[src/rtl/pipe_stage_reg_if.sv]
// -----------------------------------------------------------------------------
// pipe_stage_reg_if
// One valid/ready channel carrying a control field and a datapath field
// between two CPU pipeline stages.
//
// Signals:
//   valid  beat is present (driven by the producer)
//   ready  consumer can take the beat (driven by the consumer)
//   ctrl   control field, CTRL_W bits (driven by the producer)
//   data   datapath field, DATA_W bits (driven by the producer)
//
// Modports:
//   master  producer side (drives valid/ctrl/data, observes ready)
//   slave   consumer side (observes valid/ctrl/data, drives ready)
// -----------------------------------------------------------------------------
interface pipe_stage_reg_if #(
  parameter int CTRL_W = 14,
  parameter int DATA_W = 175
);
  logic              valid;
  logic              ready;
  logic [CTRL_W-1:0] ctrl;
  logic [DATA_W-1:0] data;

  modport master (output valid, output ctrl, output data, input  ready);
  modport slave  (input  valid, input  ctrl, input  data, output ready);
endinterface

[src/rtl/pipe_stage_reg.sv]
// -----------------------------------------------------------------------------
// pipe_stage_reg
// Handshaked pipeline-stage register placed at each CPU stage boundary
// (IF/ID, ID/EX, EX/MEM, MEM/WB). Moves a control field and a datapath field
// with valid/ready flow control, squashes its contents on a synchronous
// flush, and counts back-pressure cycles in a saturating counter.
//
// Optional feature: define PIPE_SKID_EN to add a second (skid) entry. in_ready
// then comes straight from a register, breaking the combinational path from
// downstream ready to upstream ready while keeping one beat per cycle.
// Without the macro the stage is a single entry with combinational in_ready.
//
// Ports:
//   CLK        clock, rising edge
//   CLR_N      asynchronous active-low reset
//   flush      synchronous squash of stage contents and of the incoming beat
//   inBus      slave channel from the upstream stage (in_valid/in_ready/
//              in_ctrl/in_data)
//   outBus     master channel to the downstream stage (out_valid/out_ready/
//              out_ctrl/out_data)
//   stall_cnt  saturating count of cycles with out_valid=1, out_ready=0,
//              flush=0
//
// Parameters:
//   CTRL_W, DATA_W        field widths (must match the interface instances)
//   CLEAR_DATA_ON_FLUSH   1: flushes/bubbles also zero the data field
//   CNT_W                 width of stall_cnt
// -----------------------------------------------------------------------------
module pipe_stage_reg #(
  parameter int CTRL_W              = 14,
  parameter int DATA_W              = 175,
  parameter int CLEAR_DATA_ON_FLUSH = 0,
  parameter int CNT_W               = 16
) (
  input  logic              CLK,
  input  logic              CLR_N,
  input  logic              flush,
  pipe_stage_reg_if.slave   inBus,
  pipe_stage_reg_if.master  outBus,
  output logic [CNT_W-1:0]  stall_cnt
);

  function automatic logic [CNT_W-1:0] satInc(input logic [CNT_W-1:0] v);
    return (&v) ? v : v + 1'b1;
  endfunction

  logic              mainVld_p1;
  logic [CTRL_W-1:0] mainCtrl_p1;
  logic [DATA_W-1:0] mainData_p1;
  logic [CNT_W-1:0]  stallCnt_p1;

  logic inFire;
  logic outFire;
  logic stallNow;

  assign outFire  = mainVld_p1 & outBus.ready;
  assign inFire   = inBus.valid & inBus.ready;
  // Flush cycles are not stalls: the beat is being thrown away, not held.
  assign stallNow = mainVld_p1 & ~outBus.ready & ~flush;

  assign outBus.valid = mainVld_p1;
  assign outBus.ctrl  = mainCtrl_p1;
  assign outBus.data  = mainData_p1;
  assign stall_cnt    = stallCnt_p1;

`ifdef PIPE_SKID_EN

  logic              skidVld_p1;
  logic [CTRL_W-1:0] skidCtrl_p1;
  logic [DATA_W-1:0] skidData_p1;

  // Ready depends only on local state, so no combinational path from
  // outBus.ready reaches inBus.ready.
  assign inBus.ready = ~skidVld_p1;

  // ---- stage p1: main + skid entries ----
  always_ff @(posedge CLK or negedge CLR_N) begin
    if (!CLR_N) begin
      mainVld_p1  <= 1'b0;
      mainCtrl_p1 <= '0;
      mainData_p1 <= '0;
      skidVld_p1  <= 1'b0;
      skidCtrl_p1 <= '0;
      skidData_p1 <= '0;
      stallCnt_p1 <= '0;
    end else begin
      if (flush) begin
        mainVld_p1  <= 1'b0;
        mainCtrl_p1 <= '0;
        skidVld_p1  <= 1'b0;
        skidCtrl_p1 <= '0;
        if (CLEAR_DATA_ON_FLUSH != 0) begin
          mainData_p1 <= '0;
          skidData_p1 <= '0;
        end
      end else if (outFire || !mainVld_p1) begin
        // Main slot is free this edge; the older skid beat goes first.
        // A valid skid implies in_ready=0, so no in_fire competes with it.
        if (skidVld_p1) begin
          mainVld_p1  <= 1'b1;
          mainCtrl_p1 <= skidCtrl_p1;
          mainData_p1 <= skidData_p1;
          skidVld_p1  <= 1'b0;
          skidCtrl_p1 <= '0;
        end else if (inFire) begin
          mainVld_p1  <= 1'b1;
          mainCtrl_p1 <= inBus.ctrl;
          mainData_p1 <= inBus.data;
        end else begin
          mainVld_p1  <= 1'b0;
          mainCtrl_p1 <= '0;
          if (CLEAR_DATA_ON_FLUSH != 0) mainData_p1 <= '0;
        end
      end else if (inFire) begin
        // Main is held by back-pressure: park the new beat in the skid.
        skidVld_p1  <= 1'b1;
        skidCtrl_p1 <= inBus.ctrl;
        skidData_p1 <= inBus.data;
      end

      if (stallNow) stallCnt_p1 <= satInc(stallCnt_p1);
    end
  end

`else

  assign inBus.ready = ~mainVld_p1 | outBus.ready;

  // ---- stage p1: single main entry ----
  always_ff @(posedge CLK or negedge CLR_N) begin
    if (!CLR_N) begin
      mainVld_p1  <= 1'b0;
      mainCtrl_p1 <= '0;
      mainData_p1 <= '0;
      stallCnt_p1 <= '0;
    end else begin
      if (flush) begin
        mainVld_p1  <= 1'b0;
        mainCtrl_p1 <= '0;
        if (CLEAR_DATA_ON_FLUSH != 0) mainData_p1 <= '0;
      end else if (inFire) begin
        mainVld_p1  <= 1'b1;
        mainCtrl_p1 <= inBus.ctrl;
        mainData_p1 <= inBus.data;
      end else if (outFire) begin
        // Bubble: ctrl forced to zero so nothing downstream writes state.
        mainVld_p1  <= 1'b0;
        mainCtrl_p1 <= '0;
        if (CLEAR_DATA_ON_FLUSH != 0) mainData_p1 <= '0;
      end

      if (stallNow) stallCnt_p1 <= satInc(stallCnt_p1);
    end
  end

`endif

endmodule

[src/flat_wrapper.sv]
// flat-port wrapper written by rule: the top's interface ports become plain ports
module pipe_stage_reg_flat 
#(
  parameter int CTRL_W              = 14,
  parameter int DATA_W              = 175,
  parameter int CLEAR_DATA_ON_FLUSH = 0,
  parameter int CNT_W               = 16
)
  (CLK, CLR_N, flush, stall_cnt, inBus_valid, inBus_ctrl, inBus_data, inBus_ready, outBus_valid, outBus_ctrl, outBus_data, outBus_ready);
  pipe_stage_reg_if #(.CTRL_W(CTRL_W), .DATA_W(DATA_W)) inBus_i ();
  pipe_stage_reg_if #(.CTRL_W(CTRL_W), .DATA_W(DATA_W)) outBus_i ();
  input  logic CLK;
  input  logic CLR_N;
  input  logic flush;
  output logic [CNT_W-1:0] stall_cnt;
  input wire logic [$bits(inBus_i.valid)-1:0] inBus_valid;
  input wire logic [$bits(inBus_i.ctrl)-1:0] inBus_ctrl;
  input wire logic [$bits(inBus_i.data)-1:0] inBus_data;
  output wire logic [$bits(inBus_i.ready)-1:0] inBus_ready;
  output wire logic [$bits(outBus_i.valid)-1:0] outBus_valid;
  output wire logic [$bits(outBus_i.ctrl)-1:0] outBus_ctrl;
  output wire logic [$bits(outBus_i.data)-1:0] outBus_data;
  input wire logic [$bits(outBus_i.ready)-1:0] outBus_ready;
  assign inBus_i.valid = inBus_valid;
  assign inBus_i.ctrl = inBus_ctrl;
  assign inBus_i.data = inBus_data;
  assign inBus_ready = inBus_i.ready;
  assign outBus_valid = outBus_i.valid;
  assign outBus_ctrl = outBus_i.ctrl;
  assign outBus_data = outBus_i.data;
  assign outBus_i.ready = outBus_ready;
  pipe_stage_reg #(.CTRL_W(CTRL_W), .DATA_W(DATA_W), .CLEAR_DATA_ON_FLUSH(CLEAR_DATA_ON_FLUSH), .CNT_W(CNT_W)) u_core (.CLK(CLK), .CLR_N(CLR_N), .flush(flush), .inBus(inBus_i), .outBus(outBus_i), .stall_cnt(stall_cnt));
endmodule
[config.mk]
export PLATFORM = sky130hd
export DESIGN_NAME = pipe_stage_reg_flat
export DESIGN_NICKNAME = d
export VERILOG_FILES = /design/src/rtl/pipe_stage_reg_if.sv /design/src/rtl/pipe_stage_reg.sv /design/src/flat_wrapper.sv
export SDC_FILE = /design/constraint.sdc
export NUM_CORES = 1
export LEC_CHECK = 0
export ABC_CLOCK_PERIOD_IN_PS = 4960
export CAP_MARGIN = 20
export CORE_AREA = 2 2 158 160
export CTS_BUF_LIST = sky130_fd_sc_hd__clkbuf_2 sky130_fd_sc_hd__clkbuf_4 sky130_fd_sc_hd__clkbuf_8
export DETAILED_ROUTE_END_ITERATION = 16
export DIE_AREA = 0 0 160 162
export PLACE_DENSITY = 0.66
export SLEW_MARGIN = 20
export SYNTH_ARGS = -nofsm -noshare
export SYNTH_HDL_FRONTEND = slang
export SYNTH_SLANG_ARGS = --single-unit
[constraint.sdc]
create_clock -name CLK -period 4.96 [get_ports CLK]
set_input_delay 0.496 -clock CLK [delete_from_list [all_inputs] [get_ports CLK]]
set_output_delay 0.496 -clock CLK [all_outputs]
set_load 0.02 [all_outputs]
==> results of run 1 <==
==> routing by layer <==
layer | wire [um] | vias to the layer above
met1 | 8730 | 2754
met5 | 0 | -
met3 | 1710 | 42
li1 | - | 2565
met2 | 11000 | 244
met4 | 468 | 0
==> state kept, by name, summed over array words and instances, names as in the netlist <==
| name | cells |
|---|---|
| u_core.outBus.data | 175 |
| u_core.stall_cnt | 16 |
| u_core.outBus.ctrl | 14 |
| u_core.outBus.valid | 1 |
==> synthesized netlist by cell type (all sizes together), types with 2 or more instances <==
master    n
nor2      4
nand4     8
nand2     3
buf      21
dfrtp   206
a22o     14
a21oi     2
nor4      2
clkbuf    3
or2       2
xnor2     7
nor3      2
and4      2
and3      4
o21a      2
xor2      5
nand3     8
mux2    176
==> worst max-delay path by stage <==
| stage | cells past startpoint | to |
|---|---|---|
| 2_1_floorplan | 6 | u_core.outBus.data[160]$_DFFE_PN0P_ |
| 3_3_place_gp | 5 | u_core.outBus.data[58]$_DFFE_PN0P_ |
| 3_5_place_dp | 5 | u_core.outBus.data[119]$_DFFE_PN0P_ |
| 4_1_cts | 3 | inBus_ready |
| 5_1_grt | 5 | u_core.outBus.data[77]$_DFFE_PN0P_ |
| 6_report | 5 | u_core.outBus.data[117]$_DFFE_PN0P_ |
==> cell families (layout without fill, tap and decap cells) <==
kind of cell	count (synthesis)	after routing	synth area share, %
and+or+nand+nor	42	42	3.33
adders and majority gates	1	1	0.160
buffers and inverters	25	467	1.80
AOI/OAI and AO/OA	18	18	1.89
DFF	206	206	66.0
muxes	176	176	25.4
xor gates and xnor gates	12	12	1.35
==> critical path, stage by stage <==
cell	delay, ns
clkdlybuf4s50_1	0.48
nand2b_1	0.25
and3b_4	0.58
buf_12	0.48
mux2_2	0.41
==> power by group <==
group / internal, W / total [W] / switching [W]
sequential: 0.00196 / 0.00211 / 0.000153
clock: 0.000980 / 0.00166 / 0.000677
combinational: 0.000814 / 0.00147 / 0.000656
==> layout make-up <==
class                           count  area, um^2  share of cell area (%)
Sequential cell                   206        5150                    39.9
Timing Repair Buffer              404        4060                    31.4
Multi-Input combinational cell    249        2520                    19.5
Clock buffer                       61         777                    6.01
Tap cell                          324         405                    3.14
Clock inverter                      1        5.00                  0.0387
Inverter                            1        3.75                  0.0290
==> metrics by stage <==
step / worst slack (ns) / instances / hold slack [ns] / utilization [%]
3_5_place_dp: 2.04 / 1184 / 0.476 / 50.4
2_1_floorplan: 2.91 / 480 / 0.200 / -
5_1_grt: 2.43 / 1246 / 0.0791 / 53.6
6_report: 2.52 / 1246 / 0.0325 / 53.6
4_1_cts: 2.58 / 1246 / 0.0438 / 53.6
3_3_place_gp: 2.08 / 1184 / 0.468 / 50.4
==> impl_summary.md, run 1 <==
Synthesis
The total number of yosys warnings is 0. In the synthesized netlist the async set-or-reset flop fraction comes to 100%. After synthesis, the netlist uses 31 different library cells. Counting every instance in the synthesized netlist gives 480.

The synthesized netlist net count is 675. The portion of the post-synthesis area used by sequential elements is between 60% and 70%. By area the synthesized netlist is led by dfrtp_1, mux2_2, a22o_1, mux2_1, buf_2. The most instantiated flip-flop cell in the synthesis netlist is dfrtp_1. The number of enable-type register cells in the synthesized netlist is 0.

In this run the cell area of the synthesized design comes to roughly 7800 um^2. The post-synthesis sequential element count is ~210. Each instance of the synthesized netlist takes up on average around 16 um^2. dfrtp_1 takes more of the synthesized area than any other cell. The share of synthesized area in the top cell type comes to between 60 and 70%.

Placed design
The area of placed instances is roughly 12,000 um^2. The number of buffers added on ports is 400. The global placer's final weighted congestion is ~0.75. The sum of net half-perimeters after detailed placement is between 15,000 and 20,000 um.

Clock tree
The CTS tree is built. The tree is rooted in a clkbuf_8. The clock slew at the register clock pins of the worst setup and hold paths is about 0.060 ns. The count of buffers added by post-CTS timing repair for setup is 0. The maximum clock insertion buffer count is 3. The number of buffers added by the clock tree synthesis step is 38. The number of gates resized after CTS was 0. The clock net in this run drives a total of roughly 210 sinks. The H-tree generated during clock tree synthesis spans 2 levels.

After clock tree synthesis, the flow added hold-fix buffers numbering 0. For the worst-skew pair, the clock arrives at the later sink with an insertion delay of about 0.50 ns.

Critical path
Across all register-to-register paths, the minimum setup slack is 2.62 ns. In this run the worst setup path begins at outBus_ready. Of all nets on the critical path, the largest fanout is 103. The data arrival time of the worst path is approximately 2.8 ns. The worst register-to-register path ends at u_core.outBus.data[117]$_DFFE_PN0P_. STA classifies the critical path endpoint as a flop. The startpoint kind of the worst setup timing path is an input port. The worst reg2reg path depth is 4. The worst endpoint required time is approximately 5.4 ns. The critical path is of the input port to flop type. The worst register-to-register path begins at u_core.outBus.valid$_DFFE_PN0P_.

Timing
The total count of hold-check failures in the final report is 0. The headroom to the max-slew limit is between 40% and 50%. For this run, the top clock speed supported by timing is between 400 and 500 MHz.

Setup violations remaining at the end of the flow were counted as 0. The worst clock skew is around 0.011 ns. The count of final max-slew check failures is 0. The final critical-path share of the clock period is just under 50%. Setup repair after global routing left no endpoint under its margin. For the final routed database, the setup TNS stands at 0 ns. The transition time of the tightest slew-check pin is roughly 0.8 ns. The minimum period implied by the final worst setup slack is ~2.4 ns.

Layout
Fill cells in the final layout number around 2,100. Cells with a size suffix above 1 make up 26.1% of the layout. The top cell types in the final layout, fill and taps aside, are clkdlybuf4s50_1, dfrtp_1, mux2_2, clkbuf_8, a22o_1. The count of nets after finishing is about 1,100. The antenna diode count is 0. The area added between synthesis and finish is 65.6%.

The final cell area excluding filler cells is 12,900 um^2. The library cell used most frequently in the layout, excluding fill and tap cells, is clkdlybuf4s50_1.

Die
The die is ~160 um tall. Once the floorplan was initialized, standard cells occupied 32.4% of the core. around 400 I/O pins were placed.

The floorplan die area is about 26,000 um^2. The area of the placeable core is 24,100 um^2. The number of cell rows is between 50 and 60. The die is 160 um wide.

Detailed routing
The iteration-0 DRC count of the detailed router is 202. After detailed routing, the number of vias per cell comes to 4.50. The total routed wirelength is roughly 22,000 um. Before antenna repair, the detailed router went through 4 iterations. The number of nets still failing antenna checks after routing is 0.

Detailed routing inserted a total of 5,605 vias. The residual DRC count is 0. Dividing the detail-routed wire length by the instance count gives approximately 18 um.

Run
The max-capacitance violation count is 0.

GRT
The global routing stage identified its most utilized layer as met2. The met2 global-route usage is 28.2%. Summed over all layers, the global routing overflow is 0. For this run, global-route usage on met3 was measured as 5.23%. The first-pass GRT wire length is about 34,000 um. Entering global routing, the biggest net connects around 110 pins.

The met1 capacity usage during global routing is around 20%. The number of global-route vias before repair is about 5,900. The initial antenna violation count is 0. The overall global routing resource usage is between 10% and 20%.

Power
The design draws between 0.005 and 0.006 W. The power density over cell area is about 400 nW/um^2. The worst-case IR drop observed on VDD is between 200 and 250 uV. The leakage power is roughly 5.3 nW.

Hold path
The type of the tightest min-delay check is input port to async pin.

Outcome
The run finished with clean final reports.
No activity file was read; power rests on OpenSTA's default activity.
==> run 2, diff against run 1 <==
- ABC_CLOCK_PERIOD_IN_PS: 4960 -> 2200
- PLACE_DENSITY: 0.66 -> 0.69
- clock period: 4.96 -> 2.2 ns (I/O delays scaled with it)
==> run 2 against run 1 <==
Compared with the run above: wire length grew 0.70%; total power grew 120%; flip-flop and latch count is the same; combinational power grew 130%; non-clock buffer count grew 19; critical path depth shrank 2; sequential share of layout area shrank 0.47 points; first-iteration DRC count shrank 9.9%; critical path type is now flop to output port.
==> impl_summary.md, run 2 (same netlist as run 1, synthesis figures left out) <==
Layout
The flip-flop count of the largest register, all copies and words added is 175 (unchanged). The ratio of cells with drive above 1 in the final layout is 26.9% (+0.73 points). The final core area utilization is 54.3% (+0.64 points). The count of nets after finishing came to 1,113 (+1.6%). Leaving out fill and tap cells, the most frequent cells in the layout are clkdlybuf4s50_1, dfrtp_1, mux2_2, clkbuf_8, a22o_1. The count of filler cells inserted in the layout came to 2,047 (-3.6%). The antenna diode count came to 0 (unchanged). Compared with the post-synthesis result, the final layout area differs by 67.6%. Leaving out fill and tap cells, the most frequent cell in the layout is clkdlybuf4s50_1. The final cell area excluding filler cells was 13,100 um^2 (+1.2%).

Power
The combinational share of power is 29.7% (+1.6 points). The leakage power came to 5.42 nW (+1.4%). The share of power burned in the clock network is 29.4% (-2.2 points).

The total net switching power is 0.00328 W (+120%). The largest voltage drop on the vdd net came to 641 uV (+180%). The power share of the sequential group is 40.9% (+0.6 points). The net switching share of the total power is 28.4% (about the same). The power density over cell area is 884 nW/um^2 (+120%). The internal power contribution was 0.00829 W (+120%).

Timing
The total count of hold-check failures in the final report is 0 (unchanged). The routed design could run at a clock period as short as 1.95 ns. The worst hold slack was 0.271 ns (+0.238 ns).

The headroom to the max-slew limit is 64.8% (+19 points). The transition time of the tightest slew-check pin was 0.527 ns (-0.287 ns). The sum of negative setup slack was 0 ns (unchanged). The count of final max-slew check failures is 0 (unchanged). The worst clock skew is 0.0186 ns (+0.00724 ns). Of the available clock period, the critical path in the final layout requires 88.4%.

The final setup violation count was 0 (unchanged). Static timing analysis puts the maximum clock frequency at slightly above 500 MHz. Setup repair after global routing left no endpoint under its margin.

Clock tree
The count of cells resized by post-cts repair came to 0 (unchanged). The count of buffers added by post-CTS timing repair for setup is 0 (unchanged). The sink count of the clock tree is 206 (unchanged). The CTS tree is built. The clock latency of the later-clocked register in the worst-skew pair came to 0.50 ns (about the same). The number of hold-repair buffers added at the cts stage is 1 (+1). The level count of the clock H-tree came to 2 (unchanged). The number of buffers added by the clock tree synthesis step is 37 (-2.6%). The clock slew at the register clock pins of the worst setup and hold paths is 0.06 ns (about the same). The root buffer cell is clkbuf_8. The maximum clock insertion buffer count was 3 (unchanged).

Critical path
The signal on the critical path passes through nand2b_1 -> buf_4 -> clkdlybuf4s50_1. The endpoint kind of the worst setup timing path is an output port. The worst endpoint required time is 1.98 ns (-3.37 ns). The maximum fanout count along the critical path is 5 (-95%). In this run the critical register-to-register path is launched from u_core.stall_cnt[0]$_DFFE_PN0P_. The biggest cell delay along the critical path is 0.60 ns (+0.02 ns).

The type of the worst setup path is flop to output port. In this run the worst setup path begins at u_core.outBus.valid$_DFFE_PN0P_. The startpoint kind of the worst setup timing path is a flop. The number of buffer and inverter instances along the worst setup path was 2 (unchanged).

For this design, the slowest cell found on the critical path is clkdlybuf4s50_1. The kind of cell with the highest combined delay along the critical path is buffers and inverters. The data arrival time of the worst path is 1.73 ns (-1.10 ns).

Placed design
The global placer's final weighted congestion is 0.769 (+2.4%). The area of placed instances is 12,400 um^2 (+2.0%). The number of buffers added on ports came to 400 (unchanged). The sum of net half-perimeters after detailed placement is 16,400 um (+4.7%).

Outcome
The run finished with clean final reports.

GRT
The first-pass GRT wire length is 34,500 um (+2.3%). The initial antenna violation count is 2 (+2). The sum of overflow across all layers after global routing is 0 (unchanged). The number of global-route vias before repair is 6,138 (+4.9%). The maximum number of pins on one net before global-route repair came to 60 (-46%). The overall global routing resource usage is 16.7% (+0.25 points).

Run
The max-capacitance violation count was 0 (unchanged).

Detailed routing
The highest layer touched by signal routing is met5. The met2 routed wirelength came to 10,600 um (-3.8%). The iteration-0 DRC count of the detailed router is 182 (-9.9%). The residual DRC count is 0 (unchanged). The met1 wire length is 8710 um (-0.18%).

The number of nets still failing antenna checks after routing is 0 (unchanged). The per-cell via count in the routed design came to 4.55 (+1.2%). The number of detailed-routing iterations run before antenna repair is 4 (unchanged). The via count is 5,725 (+2.1%). The routed length per instance is 17.6 um (-0.26%). The total routed wirelength is 22,100 um (+0.70%). The met3 wirelength from detailed routing is 2050 um (+20%).

Die
The horizontal die dimension is 160 um (unchanged). The die boundary height is 162 um (unchanged). The area of the placeable core is 24,100 um^2 (unchanged). The starting utilization of the core area is 32.4% (unchanged). The number of cell rows is 57 (unchanged). The I/O pin total is 401 (unchanged). The floorplan die area came to 25,900 um^2 (unchanged).

Hold path
The type of the tightest min-delay check is input port to async pin.
[run 2: cell types whose count changed in the layout (fill, tap and decap cells not counted)]
cell / before / now
a21oi_1: 1 / 2
dlygate4sd3_1: 0 / 1
clkbuf_8: 52 / 41
a21oi_2: 1 / 0
bufinv_16: 0 / 1
clkbuf_4: 10 / 13
buf_12: 2 / 11
buf_4: 2 / 11
[run 2: metrics by stage]
stage	total power, W	setup WS, ns	instances
floorplan	0.00627	0.184	480
global placement	0.00820	0.260	1202
detailed placement	0.00826	0.235	1202
CTS	0.0118	0.206	1258
global route	0.0122	0.150	1258
finish	0.0116	0.254	1258
[run 2: path summary, 6_finish.rpt]
kind                                                            end  slack, ns  cells after the start
min in group CLK                u_core.outBus.data[172]$_DFFE_PN0P_       0.33                      2
worst min register to register   u_core.outBus.data[86]$_DFFE_PN0P_       0.49                      1
worst min-delay path             u_core.outBus.data[17]$_DFFE_PN0P_       0.27                      2
max in group asynchronous       u_core.outBus.data[145]$_DFFE_PN0P_       1.21                      3
worst max-delay path                                    inBus_ready       0.25                      3
worst max register to register      u_core.stall_cnt[1]$_DFFE_PN0P_       0.36                      5
[run 2: layout make-up]
class / instances / area, um^2 / share of cell area, %
sequential: 206 / 5150 / 39.4
clock inverter: 2 / 35.0 / 0.268
multi-input combinational: 249 / 2510 / 19.2
tap: 324 / 405 / 3.10
inverter: 1 / 3.75 / 0.0287
clock buffer: 53 / 648 / 4.95
timing repair buffer: 423 / 4320 / 33.0
[run 2: worst register-to-register path: cells and delay by family, from the launching register on]
family	cells	cell delay (ns)
multiplexers	1	0.29
flip-flops	1	0.42
adder cells (fa/ha/maj)	1	0.26
AND/OR/NAND/NOR	3	0.75
[run 2: power by group through the flow]
stage	clock, W	combinational, W	sequential (W)
6_report	0.00340	0.00343	0.00473
5_1_grt	0.00373	0.00360	0.00482
4_1_cts	0.00354	0.00347	0.00474
3_5_place_dp	0	0.00346	0.00480
3_3_place_gp	0	0.00342	0.00478
2_1_floorplan	0	0.000708	0.00556
[run 2: routing by layer]
metal / vias to the layer above / GRT usage, %
met3: 50 / 6.54
li1: 2589 / -
met1: 2803 / 19.8
met4: 2 / 6.67
met2: 281 / 27.5
met5: - / 0
